## config.mk

```make
export PLATFORM = sky130hd
export DESIGN_NAME = cv32e40p_x_result_tx
export DESIGN_NICKNAME = d
export VERILOG_FILES = /design/src/rtl/cv32e40p_pkg.sv /design/src/rtl/cv32e40p_x_result_fifo.sv /design/src/rtl/cv32e40p_x_result_tx.sv
export SDC_FILE = /design/constraint.sdc
export NUM_CORES = 1
export LEC_CHECK = 0
export ABC_AREA = 1
export BUFFER_PORTS_ARGS = -buffer_cell sky130_fd_sc_hd__buf_2
export CORE_AREA = 2 2 154 156
export DETAILED_ROUTE_END_ITERATION = 10
export DIE_AREA = 0 0 156 158
export GPL_TIMING_DRIVEN = 0
export SLEW_MARGIN = 5
export SYNTH_ARGS = -nofsm -noshare
export SYNTH_HDL_FRONTEND = slang
export SYNTH_HIERARCHICAL = 1
export SYNTH_SLANG_ARGS = --single-unit
```

## constraint.sdc

```tcl
create_clock -name clk -period 4.25 [get_ports clk]
set_input_delay 0.6375 -clock clk [delete_from_list [all_inputs] [get_ports clk]]
set_output_delay 0.6375 -clock clk [all_outputs]
set_load 0.03 [all_outputs]
```

## src/rtl/cv32e40p_pkg.sv

```systemverilog
// Shared types and constants for the X-Interface coprocessor result path.
package cv32e40p_pkg;

  localparam int unsigned X_RES_FIFO_DEPTH_DEFAULT = 4;

  typedef struct packed {
    logic [4:0]  rd;
    logic [31:0] data;
  } x_result_t;

endpackage

```

## src/rtl/cv32e40p_x_result_fifo.sv

```systemverilog
// Generic synchronous FIFO of x_result_t with flush, occupancy count and a
// flat view of all entries plus their validity.
module cv32e40p_x_result_fifo
  import cv32e40p_pkg::*;
#(
  parameter int unsigned DEPTH = X_RES_FIFO_DEPTH_DEFAULT,
  parameter int unsigned PTR_W = $clog2(DEPTH)
) (
  input  logic                     clk,
  input  logic                     rst_n,
  input  logic                     push_i,
  input  x_result_t                data_i,
  input  logic                     pop_i,
  input  logic                     flush_i,
  output x_result_t                head_o,
  output x_result_t [DEPTH-1:0]    entries_o,
  output logic      [DEPTH-1:0]    valid_o,
  output logic      [PTR_W:0]      count_o,
  output logic                     empty_o,
  output logic                     full_o
);

  localparam int unsigned CNT_W = PTR_W + 1;
  localparam logic [PTR_W-1:0] PTR_ONE = 1;
  localparam logic [CNT_W-1:0] CNT_ONE = 1;

  x_result_t            mem_q [DEPTH];
  logic [PTR_W-1:0]     rptr_q, rptr_d;
  logic [PTR_W-1:0]     wptr_q, wptr_d;
  logic [CNT_W-1:0]     count_q, count_d;
  logic                 push_en, pop_en;

  assign empty_o = (count_q == '0);
  assign full_o  = (count_q == CNT_W'(DEPTH));
  assign count_o = count_q;
  assign push_en = push_i & ~full_o & ~flush_i;
  assign pop_en  = pop_i & ~empty_o;
  assign head_o  = mem_q[rptr_q];

  always_comb begin
    rptr_d  = rptr_q;
    wptr_d  = wptr_q;
    count_d = count_q;
    if (flush_i) begin
      rptr_d  = '0;
      wptr_d  = '0;
      count_d = '0;
    end else begin
      if (push_en) wptr_d = wptr_q + PTR_ONE;
      if (pop_en)  rptr_d = rptr_q + PTR_ONE;
      if (push_en && !pop_en)      count_d = count_q + CNT_ONE;
      else if (pop_en && !push_en) count_d = count_q - CNT_ONE;
    end
  end

  always_ff @(posedge clk or negedge rst_n) begin
    if (!rst_n) begin
      rptr_q  <= '0;
      wptr_q  <= '0;
      count_q <= '0;
    end else begin
      rptr_q  <= rptr_d;
      wptr_q  <= wptr_d;
      count_q <= count_d;
    end
  end

  // Storage is deliberately left unreset; validity comes from the pointers.
  always_ff @(posedge clk) begin
    if (push_en) mem_q[wptr_q] <= data_i;
  end

  always_comb begin
    logic [PTR_W-1:0] off;
    off       = '0;
    entries_o = '0;
    valid_o   = '0;
    for (int i = 0; i < DEPTH; i++) begin
      off          = PTR_W'(i) - rptr_q;
      entries_o[i] = mem_q[i];
      valid_o[i]   = ({1'b0, off} < count_q);
    end
  end

  a_no_push_full: assert property (@(posedge clk) disable iff (!rst_n)
    push_i |-> !full_o);
  a_count_bound: assert property (@(posedge clk) disable iff (!rst_n)
    count_q <= CNT_W'(DEPTH));

endmodule

```

## src/rtl/cv32e40p_x_result_tx.sv

```systemverilog
// X-Interface result transmitter: filters non-writeback results, buffers the
// rest and exposes a pending-destination bitmap for hazard scoreboarding.
module cv32e40p_x_result_tx
  import cv32e40p_pkg::*;
#(
  parameter int unsigned DEPTH = X_RES_FIFO_DEPTH_DEFAULT,
  parameter int unsigned PTR_W = $clog2(DEPTH)
) (
  input  logic             clk,
  input  logic             rst_n,
  input  logic             res_valid_i,
  output logic             res_ready_o,
  input  logic             res_we_i,
  input  logic [4:0]       res_rd_i,
  input  logic [31:0]      res_data_i,
  output logic             x_rvalid_o,
  input  logic             x_rready_i,
  output logic [4:0]       x_rd_o,
  output logic [31:0]      x_data_o,
  input  logic             flush_i,
  output logic [31:0]      pending_rd_o,
  output logic [PTR_W:0]   count_o,
  output logic             empty_o,
  output logic             full_o
);

  x_result_t             push_data;
  x_result_t             head;
  x_result_t [DEPTH-1:0] entries;
  logic      [DEPTH-1:0] valid;
  logic                  accept, push, pop;

  // Ready depends only on occupancy so x_rready_i never reaches res_ready_o.
  assign res_ready_o = ~full_o;
  assign accept      = res_valid_i & res_ready_o;
  assign push        = accept & res_we_i & (res_rd_i != 5'd0) & ~flush_i;
  assign pop         = x_rvalid_o & x_rready_i;
  assign push_data   = '{rd: res_rd_i, data: res_data_i};

  cv32e40p_x_result_fifo #(
    .DEPTH (DEPTH),
    .PTR_W (PTR_W)
  ) u_fifo (
    .clk       (clk),
    .rst_n     (rst_n),
    .push_i    (push),
    .data_i    (push_data),
    .pop_i     (pop),
    .flush_i   (flush_i),
    .head_o    (head),
    .entries_o (entries),
    .valid_o   (valid),
    .count_o   (count_o),
    .empty_o   (empty_o),
    .full_o    (full_o)
  );

  assign x_rvalid_o = ~empty_o;
  assign x_rd_o     = empty_o ? 5'd0  : head.rd;
  assign x_data_o   = empty_o ? 32'd0 : head.data;

  always_comb begin
    pending_rd_o = '0;
    for (int i = 0; i < DEPTH; i++) begin
      if (valid[i]) pending_rd_o[entries[i].rd] = 1'b1;
    end
    pending_rd_o[0] = 1'b0;
  end

  a_rd_nonzero: assert property (@(posedge clk) disable iff (!rst_n)
    x_rvalid_o |-> (x_rd_o != 5'd0));

endmodule

```

==> impl_metrics.py, run 1 <==
metrics = {
    "worst_setup_path": {
        "path_buf_inv": 3,
        "cp_top_family": "simple AND/OR/NAND/NOR gates",
        "worstPathRequired_ns": 3.61,
        "cp-start-kind": "flop",
        "crit_cells": 10,
        "end_kind": "primary output",
        "timing.rr.start": "u_fifo/count_o[0]$_DFFE_PN0P_",
        "crit_chain": "buf_2 > inv_1 > ha_1 > a21oi_1 > o21ai_0 > nand3_1 > nor2_1 > nor2_1 > nand2_1 > buf_2",
        "ff2ff_setup_slack_ns": 1.59,
        "critPathMaxStageDelay_ns": 0.57,
        "worst-endpoint-arrival_ns": 3.33,
        "criticalPathCategory": "reg2out",
        "reg2reg_depth": 9,
        "path_max_fanout": 10,
        "r2r-end": "u_fifo/mem_q[2][17]$_DFFE_PP_",
        "slowest_stage": "o21ai_0",
        "crit_path_end": "pending_rd_o[27]",
        "cp-startpoint": "u_fifo/rptr_q[1]$_DFFE_PN0P_",
    },
    "global_route": {
        "grt_pass1_wl_um": 31350,
        "use_met2": 0.2771,
        "grt_use_met3": 0.03340,
        "track_usage": 0.1670,
        "antenna_found_initial": 3,
        "grt_overflow": 0,
        "grt.busiest_layer": "met2",
        "use_met1": 0.2190,
        "grt_max_degree": 27,
        "first_global_vias": 5752,
    },
    "detailed_routing": {
        "viasPerCell": 4.871,
        "drt.antenna.violating_nets": 0,
        "dr.pass1.iters": 5,
        "drc": 0,
        "post_drt_wl_per_cell_um": 16.46,
        "dr_total_vias": 6040,
        "routed_wl_um": 20420,
        "drtIter0Drc": 365,
    },
    "finish": {
        "layout_common_cells": "nor2_1 (225), edfxtp_1 (148), buf_2 (133)",
        "final_common_cell": "nor2_1",
        "drive_above_1_share": 0.1939,
        "syn_to_final_growth_pct": 21.89,
        "finalNonFillerCells": 1240,
        "fin_nets": 988,
    },
    "clock_tree": {
        "cts_tree": "yes",
        "cts.sinks": 155,
        "cts-root-buf": "clkbuf_16",
        "clk_pin_slew_ns": 0.06,
        "cts_resized": 0,
        "htree_num_levels": 4,
        "postCtsHoldBufs": 0,
        "clockBufferDepth": 2,
        "clk_latency_ns": 0.41,
        "cts_inserted_buffers": 17,
        "cts_setup_buffers": 0,
    },
    "timing": {
        "worstMarginPinSlew_ns": 0.7656,
        "grt_setup_unrepaired": "false",
        "fin_crit_ns": 3.964,
        "timing.final.ws_setup_ns": 0.2864,
        "fmax_mhz": 252.3,
        "setup_tns_ns": 0,
        "hold_ws_ns": 0.04980,
        "setup_viol": 0,
        "period_share": 0.9326,
        "hold_viol": 0,
        "slew_viol_final": 0,
        "relSlewSlack": 0.4884,
        "skew_ns": 0.009693,
    },
    "status": {
        "status": "completed",
    },
    "floorplanning": {
        "dieArea_um2": 24650,
        "pin_count": 119,
        "die_w_um": 156,
        "die_height_um": 158,
        "coreArea_um2": 23050,
        "row_count": 56,
        "start_util": 0.3259,
    },
    "placed_design": {
        "dpl.hpwl_um": 14340,
        "globalplace.congestion": 0.8676,
        "placed_cells_incl_taps": 1207,
        "portBuffers": 117,
        "pre_cts_slack_ns": 0.8029,
    },
    "synth": {
        "synthesis.area_um2": 7512,
        "synth_edf_count": 148,
        "synth_flop_cell": "edfxtp_1",
        "postSynthCellCount": 796,
        "syn_area_per_cell_um2": 9.437,
        "synth_fp_nets": 848,
        "synth_cell_types": 28,
        "synth_top_area_frac": 0.5916,
        "synth.top_cells.by_area": "edfxtp_1 (59%), nor2_1 (11%), nand3_1 (8.3%)",
        "yosys.area.top_type": "edfxtp_1",
        "ys_seq_area_frac": 0.6149,
        "ys_seq_elements": 155,
        "yosys_warnings": 6,
        "synthArstFlopShare": 0.04516,
    },
    "power": {
        "p_per_area_nw_per_um2": 559.8,
        "finalPower_uw": 5125,
        "ir_drop_uv": 396.2,
        "p_leak_uw": 0.003754,
    },
    "hold_path": {
        "min_path_type": "in2async",
    },
    "job": {
        "maxCapViolCount": 0,
    },
}
flip-flops by register name, summed over array words and instances (netlist names):
| register | flops |
|---|---|
| u_fifo/count_o | 3 |
| u_fifo/wptr_q | 2 |
| u_fifo/mem_q | 148 |
| u_fifo/rptr_q | 2 |
metal layers:
metal / up-vias / routed length, µm
met3: 25 / 1405
met4: 4 / 292
met1: 2830 / 8929
li1: 2959 / -
met2: 222 / 9766
met5: - / 22
layout make-up:
class / instances / area [µm²]
clock buffer: 19 / 432.9
buffer: 24 / 113.9
sequential: 155 / 4619
tap: 290 / 362.8
clock inverter: 13 / 127.6
multi-input combinational: 535 / 2501
timing repair buffer: 121 / 688.2
inverter: 82 / 307.8
antenna: 1 / 2.502
fill: 2259 / 13900
power by group:
group          switching (µW)  internal [µW]  total, µW
sequential               40.9           1710       1750
combinational            1430            526       1960
clock                     559            856       1420
total                    2030           3090       5130
kinds of logic (layout without fill, tap and decap cells):
family / Yosys count / count (layout) / share of synthesized area
buffers and inverters: 106 / 259 / 0.05613
other: 1 / 2 / 0.0004992
DFF: 155 / 155 / 0.6149
and+or+nand+nor: 476 / 476 / 0.2647
xor gates and xnor gates: 1 / 1 / 0.001166
adders and majority gates: 9 / 9 / 0.01599
AOI/OAI and AO/OA: 48 / 48 / 0.04664
synthesized netlist by cell type (4+ instances only):
library cell and count:
o21ai_0 4, clkbuf_1 7, nand3_1 124, buf_2 16, nor2_1 229, a21oi_1 4
nand2_1 109, dfrtp_1 7, a22oi_1 36, inv_1 79, ha_1 8, edfxtp_1 148
through the flow:
step / instance area [µm²] / util
final: 9156 / 0.3972
after global routing: 9156 / 0.3972
after CTS: 9154 / 0.3971
after detailed placement: 8593 / 0.3728
after global placement: 8461 / 0.3670
after floorplan: 7512 / -
worst min path at each step:
stage / cells past startpoint / endpoint / slack, ns
4_1_cts: 1 / u_fifo/count_o[2]$_DFFE_PN0P_ / 0.04
3_5_place_dp: 1 / u_fifo/count_o[2]$_DFFE_PN0P_ / 0.49
3_3_place_gp: 1 / u_fifo/wptr_q[0]$_DFFE_PN0P_ / 0.49
6_report: 1 / u_fifo/count_o[1]$_DFFE_PN0P_ / 0.05
5_1_grt: 1 / u_fifo/count_o[1]$_DFFE_PN0P_ / 0.04
2_1_floorplan: 0 / u_fifo/count_o[0]$_DFFE_PN0P_ / 0.34
Note: power is estimated with default switching activity, not from simulation.
==> inputs of run 2 (changes only) <==
BUFFER_PORTS_ARGS = -buffer_cell sky130_fd_sc_hd__buf_4   (was -buffer_cell sky130_fd_sc_hd__buf_2)
==> run 2 against run 1 <==
  * Sequential cell count unchanged
  * Critical path depth stayed put
  * Cell area rose by 3.4%
  * Non-clock buffer count unchanged
  * Critical path type unchanged
  * Hold slack got worse by 0.022 ns
  * Clock power increased by 8%
  * Setup slack better by 0.034 ns
  * Via count is 1.3% lower
  * Wire length down 0.14%
==> impl_metrics.py, run 2 (synthesized netlist as in run 1, its figures left out) <==
metrics = {
    "status": {
        "status": "completed",
    },
    "detailed_routing": {
        "dr_total_vias": 5962,
        "drc": 0,
        "drt.antenna.violating_nets": 0,
        "dr.pass1.iters": 5,
        "viasPerCell": 4.820,
        "routed_wl_um": 20390,
        "drtIter0Drc": 373,
        "post_drt_wl_per_cell_um": 16.48,
    },
    "timing": {
        "hold_ws_ns": 0.02774,
        "setup_tns_ns": 0,
        "slew_viol_final": 0,
        "hold_viol": 0,
        "grt_setup_unrepaired": "false",
        "setup_viol": 0,
        "relSlewSlack": 0.5077,
        "fmax_mhz": 254.5,
        "fin_crit_ns": 3.930,
        "worstMarginPinSlew_ns": 0.7308,
        "period_share": 0.9247,
        "skew_ns": 0.01052,
        "timing.final.ws_setup_ns": 0.3200,
    },
    "clock_tree": {
        "cts_tree": "yes",
        "clk_latency_ns": 0.41,
        "postCtsHoldBufs": 0,
        "cts_resized": 0,
        "cts_inserted_buffers": 17,
        "cts-root-buf": "clkbuf_16",
        "cts_setup_buffers": 0,
        "clockBufferDepth": 2,
        "cts.sinks": 155,
        "htree_num_levels": 4,
        "clk_pin_slew_ns": 0.06,
    },
    "finish": {
        "finalNonFillerCells": 1237,
        "regMostFlops": "u_fifo/mem_q",
        "drive_above_1_share": 0.1954,
        "fin_util": 0.4107,
        "largest_reg_flops": 148,
        "diodes": 0,
        "seqCellArea_um2": 4619,
        "final_common_cell": "nor2_1",
        "multi_input_area_um2": 2501,
        "layout_common_cells": "nor2_1 (225), edfxtp_1 (148), nand3_1 (124)",
        "syn_to_final_growth_pct": 26.03,
        "fillerInstances": 2233,
        "fin_nets": 988,
    },
    "worst_setup_path": {
        "path_buf_inv": 3,
        "path_max_fanout": 10,
        "worst-endpoint-arrival_ns": 3.29,
        "ff2ff_setup_slack_ns": 1.66,
        "cp-startpoint": "u_fifo/rptr_q[1]$_DFFE_PN0P_",
        "crit_chain": "buf_2 > inv_1 > ha_1 > a21oi_1 > o21ai_0 > nand3_1 > nor2_1 > nor2_1 > nand2_1 > buf_4",
        "critPathMaxStageDelay_ns": 0.59,
        "slowest_stage": "o21ai_0",
        "crit_path_end": "pending_rd_o[27]",
        "cpMostUsedCell": "nor2_1",
        "worstPathRequired_ns": 3.61,
        "end_kind": "primary output",
        "cp_top_family": "simple AND/OR/NAND/NOR gates",
        "timing.rr.start": "u_fifo/count_o[2]$_DFFE_PN0P_",
        "r2r-end": "u_fifo/count_o[2]$_DFFE_PN0P_",
        "cp-start-kind": "flop",
        "crit_cells": 10,
        "reg2reg_depth": 13,
        "criticalPathCategory": "reg2out",
    },
    "power": {
        "p_leak_uw": 0.003832,
        "p_per_area_nw_per_um2": 571.1,
        "ir_drop_uv": 393.6,
    },
    "placed_design": {
        "placed_cells_incl_taps": 1207,
        "portBuffers": 117,
        "globalplace.congestion": 0.8682,
        "dpl.hpwl_um": 14470,
        "pre_cts_slack_ns": 0.8200,
    },
    "hold_path": {
        "min_path_type": "in2async",
    },
    "global_route": {
        "track_usage": 0.1674,
        "first_global_vias": 5721,
        "grt_pass1_wl_um": 31310,
        "grt_max_degree": 24,
        "antenna_found_initial": 0,
        "grt_overflow": 0,
    },
    "floorplanning": {
        "start_util": 0.3259,
        "pin_count": 119,
        "coreArea_um2": 23050,
        "die_w_um": 156,
        "dieArea_um2": 24650,
        "row_count": 56,
        "die_height_um": 158,
    },
    "job": {
        "maxCapViolCount": 0,
    },
}
[run 2: routing by layer]
metal | wire length (µm) | track usage
met4 | 487 | 0.06204
met5 | 0 | 0
met1 | 9136 | 0.2182
met3 | 1266 | 0.03394
met2 | 9496 | 0.2771
[run 2: final cells by class]
cell class,count,share of cell area
multi-input cells,535,0.2642
clock inverters,12,0.01850
well taps,290,0.03832
clock buffers,18,0.04533
flip-flops and latches,155,0.4879
repair buffers,121,0.1012
inverters,82,0.03251
plain buffers,24,0.01203
[run 2: worst reg2reg max path: stages, from the launching register on]
cell and delay (ns):
dfrtp_1 0.51, inv_2 0.10, nand2_1 0.11, inv_1 0.14, buf_2 0.24, nor2_1 0.16
a21boi_4 0.26, nor2_2 0.08, fa_1 0.38, xnor2_1 0.19, o21bai_1 0.14, nand2_1 0.07
nand2_1 0.06, nand2_1 0.05
[run 2: worst min path at each step]
stage,start,cells after the start,to
CTS,rst_n,1,u_fifo/count_o[0]$_DFFE_PN0P_
detailed placement,rst_n,1,u_fifo/wptr_q[0]$_DFFE_PN0P_
floorplan,rst_n,0,u_fifo/count_o[0]$_DFFE_PN0P_
finish,rst_n,1,u_fifo/count_o[0]$_DFFE_PN0P_
global route,rst_n,1,u_fifo/count_o[0]$_DFFE_PN0P_
global placement,rst_n,1,u_fifo/wptr_q[0]$_DFFE_PN0P_
[run 2: stage by stage]
step / total power [µW] / instance area (µm²)
after floorplan: 3122 / 7512
after global placement: 3895 / 8753
after detailed placement: 3911 / 8864
after CTS: 5450 / 9468
after global routing: 5672 / 9468
final: 5407 / 9468
[run 2: report_power, final]
| group | switching, µW | internal (µW) |
|---|---|---|
| registers | 41.5 | 1710 |
| clock network | 565 | 974 |
| logic | 1440 | 675 |
| total | 2050 | 3360 |
==> inputs of run 3 (changes only) <==
PLACE_DENSITY_LB_ADDON = 0.12   (was not set)
==> run 3 against run 2 <==
  * Core utilization fell by 0.060 points
  * Sequential share of layout area grew 0.071 points
  * Sequential cell count is the same
  * Cell count increased by 0.16%
  * Maximum frequency up 3.2%
  * Die area unchanged
  * Power is 2.3% lower
  * Setup slack better by 0.12 ns
  * Clock skew down 0.00075 ns
  * Critical path depth did not move
  * Register-to-register slack worse by 0.07 ns
  * Critical endpoint is now pending_rd_o[3]
  * Largest cell class unchanged
==> impl_metrics.py, run 3 (synthesized netlist as in run 1, its figures left out) <==
metrics = {
    "global_route": {
        "grt_overflow": 0,
        "track_usage": 0.1701,
        "use_met1": 0.2138,
        "first_global_vias": 5558,
        "grt.busiest_layer": "met2",
        "grt_max_degree": 25,
        "use_met2": 0.3005,
        "grt_use_met3": 0.03203,
        "antenna_found_initial": 0,
        "grt_pass1_wl_um": 31240,
    },
    "worst_setup_path": {
        "ff2ff_setup_slack_ns": 1.59,
        "r2r-end": "u_fifo/mem_q[1][19]$_DFFE_PP_",
        "worst-endpoint-arrival_ns": 3.17,
        "reg2reg_depth": 9,
        "end_kind": "primary output",
        "timing.rr.start": "u_fifo/count_o[0]$_DFFE_PN0P_",
        "crit_path_end": "pending_rd_o[3]",
        "path_max_fanout": 10,
        "cp-start-kind": "flop",
        "cp-startpoint": "u_fifo/rptr_q[1]$_DFFE_PN0P_",
        "critPathMaxStageDelay_ns": 0.56,
        "slowest_stage": "o21ai_0",
        "crit_chain": "buf_2 > inv_1 > ha_1 > a21oi_1 > o21ai_0 > nand3_1 > nor2_1 > nor2_1 > nand2_1 > buf_4",
        "cpMostUsedCell": "nor2_1",
        "worstPathRequired_ns": 3.61,
        "criticalPathCategory": "reg2out",
    },
    "status": {
        "status": "completed",
    },
    "timing": {
        "fin_crit_ns": 3.809,
        "relSlewSlack": 0.4536,
        "worstMarginPinSlew_ns": 0.8176,
        "period_share": 0.8963,
        "hold_viol": 0,
        "skew_ns": 0.009765,
        "fmax_mhz": 262.5,
        "slew_viol_final": 0,
        "setup_viol": 0,
        "grt_setup_unrepaired": "false",
    },
    "finish": {
        "final_common_cell": "nor2_1",
        "fin_util": 0.4101,
        "fillerInstances": 2285,
        "largest_reg_flops": 148,
        "syn_to_final_growth_pct": 25.85,
        "final_area_um2": 9454,
        "fin_nets": 989,
        "diodes": 0,
        "layout_common_cells": "nor2_1 (225), edfxtp_1 (148), nand3_1 (124)",
        "regMostFlops": "u_fifo/mem_q",
        "drive_above_1_share": 0.1918,
    },
    "clock_tree": {
        "clk_latency_ns": 0.42,
        "cts_setup_buffers": 0,
        "cts.sinks": 155,
        "cts-root-buf": "clkbuf_16",
        "clk_pin_slew_ns": 0.06,
        "cts_resized": 0,
        "cts_inserted_buffers": 17,
        "htree_num_levels": 4,
        "postCtsHoldBufs": 0,
        "cts_tree": "yes",
        "clockBufferDepth": 2,
    },
    "floorplanning": {
        "die_w_um": 156,
        "coreArea_um2": 23050,
        "dieArea_um2": 24650,
        "row_count": 56,
        "die_height_um": 158,
        "start_util": 0.3259,
        "pin_count": 119,
    },
    "placed_design": {
        "portBuffers": 117,
        "dpl.hpwl_um": 15040,
        "placed_area_um2": 8899,
        "globalplace.congestion": 0.8251,
    },
    "power": {
        "clockPowerShare": 0.270,
        "internal_power_uw": 3237,
        "swShare": 0.3874,
        "p_leak_uw": 0.003815,
        "ir_drop_uv": 342.1,
        "pwr-share-seq": 0.331,
        "pwr-share-comb": 0.399,
        "switchingPower_uw": 2047,
        "p_per_area_nw_per_um2": 558.9,
    },
    "detailed_routing": {
        "viasPerCell": 4.747,
        "dr_total_vias": 5881,
        "routed_wl_um": 20870,
        "dr.pass1.iters": 4,
        "post_drt_wl_per_cell_um": 16.84,
        "drtIter0Drc": 271,
        "drt.antenna.violating_nets": 0,
        "drc": 0,
    },
    "job": {
        "maxCapViolCount": 0,
    },
    "hold_path": {
        "min_path_type": "in2async",
    },
}
-- run 3: changes by cell type in the layout (fill, tap and decap cells not counted), sizes merged --
cell / change
buf: +1
bufinv: -2
clkinvlp: +1
inv: +2
-- run 3: routing by layer --
metal  wire (µm)  up-vias
met3         868       16
met1        9342     2779
met5           0        -
li1            -     2959
met4         200        0
met2       10460      127
-- run 3: worst max-delay path: cells and delay by family, from the launching register on --
kind                       cells  cell delay [ns]
buffers and inverters          3             0.57
adders and majority gates      1             0.30
AOI/OAI and AO/OA              2             0.60
DFF                            1             0.50
and+or+nand+nor                4             0.79
-- run 3: how the worst min path moves through the flow --
stage | startpoint | endpoint | slack [ns] | cells past startpoint
after detailed placement | rst_n | u_fifo/count_o[0]$_DFFE_PN0P_ | 0.46 | 1
after global placement | rst_n | u_fifo/count_o[0]$_DFFE_PN0P_ | 0.46 | 1
after floorplan | rst_n | u_fifo/count_o[0]$_DFFE_PN0P_ | 0.34 | 0
final | rst_n | u_fifo/count_o[0]$_DFFE_PN0P_ | 0.02 | 1
after CTS | rst_n | u_fifo/count_o[0]$_DFFE_PN0P_ | 0.005 | 1
after global routing | rst_n | u_fifo/count_o[0]$_DFFE_PN0P_ | 0.004 | 1
-- run 3: through the flow --
stage | setup WS, ns | TNS (ns) | hold WS (ns) | power, µW | std cells
after global routing | 0.08053 | 0 | 0.003880 | 5569 | 1239
final | 0.4408 | 0 | 0.02049 | 5284 | 1239
after detailed placement | 0.8674 | 0 | 0.4595 | 3917 | 1208
after floorplan | 0.7703 | 0 | 0.3419 | 3122 | 796
after CTS | 0.4176 | 0 | 0.004866 | 5347 | 1239
after global placement | -0.5943 | -74.84 | 0.4590 | 3915 | 1203
-- run 3: power by group through the flow --
stage	Combinational [µW]	Sequential [µW]	Clock, µW
2_1_floorplan	1330	1800	0
3_3_place_gp	2130	1790	0
3_5_place_dp	2130	1780	0
4_1_cts	2140	1750	1460
5_1_grt	2300	1750	1520
6_report	2110	1750	1430
-- run 3: area by class of cell --
type	count	area (µm²)	share of cell area
Buffer	24	113.9	0.01204
Clock buffer	18	429.2	0.04539
Clock inverter	13	126.4	0.01337
Inverter	82	307.8	0.03256
Multi-Input combinational cell	535	2501	0.2646
Sequential cell	155	4619	0.4886
Tap cell	290	362.8	0.03838
Timing Repair Buffer	122	993.5	0.1051
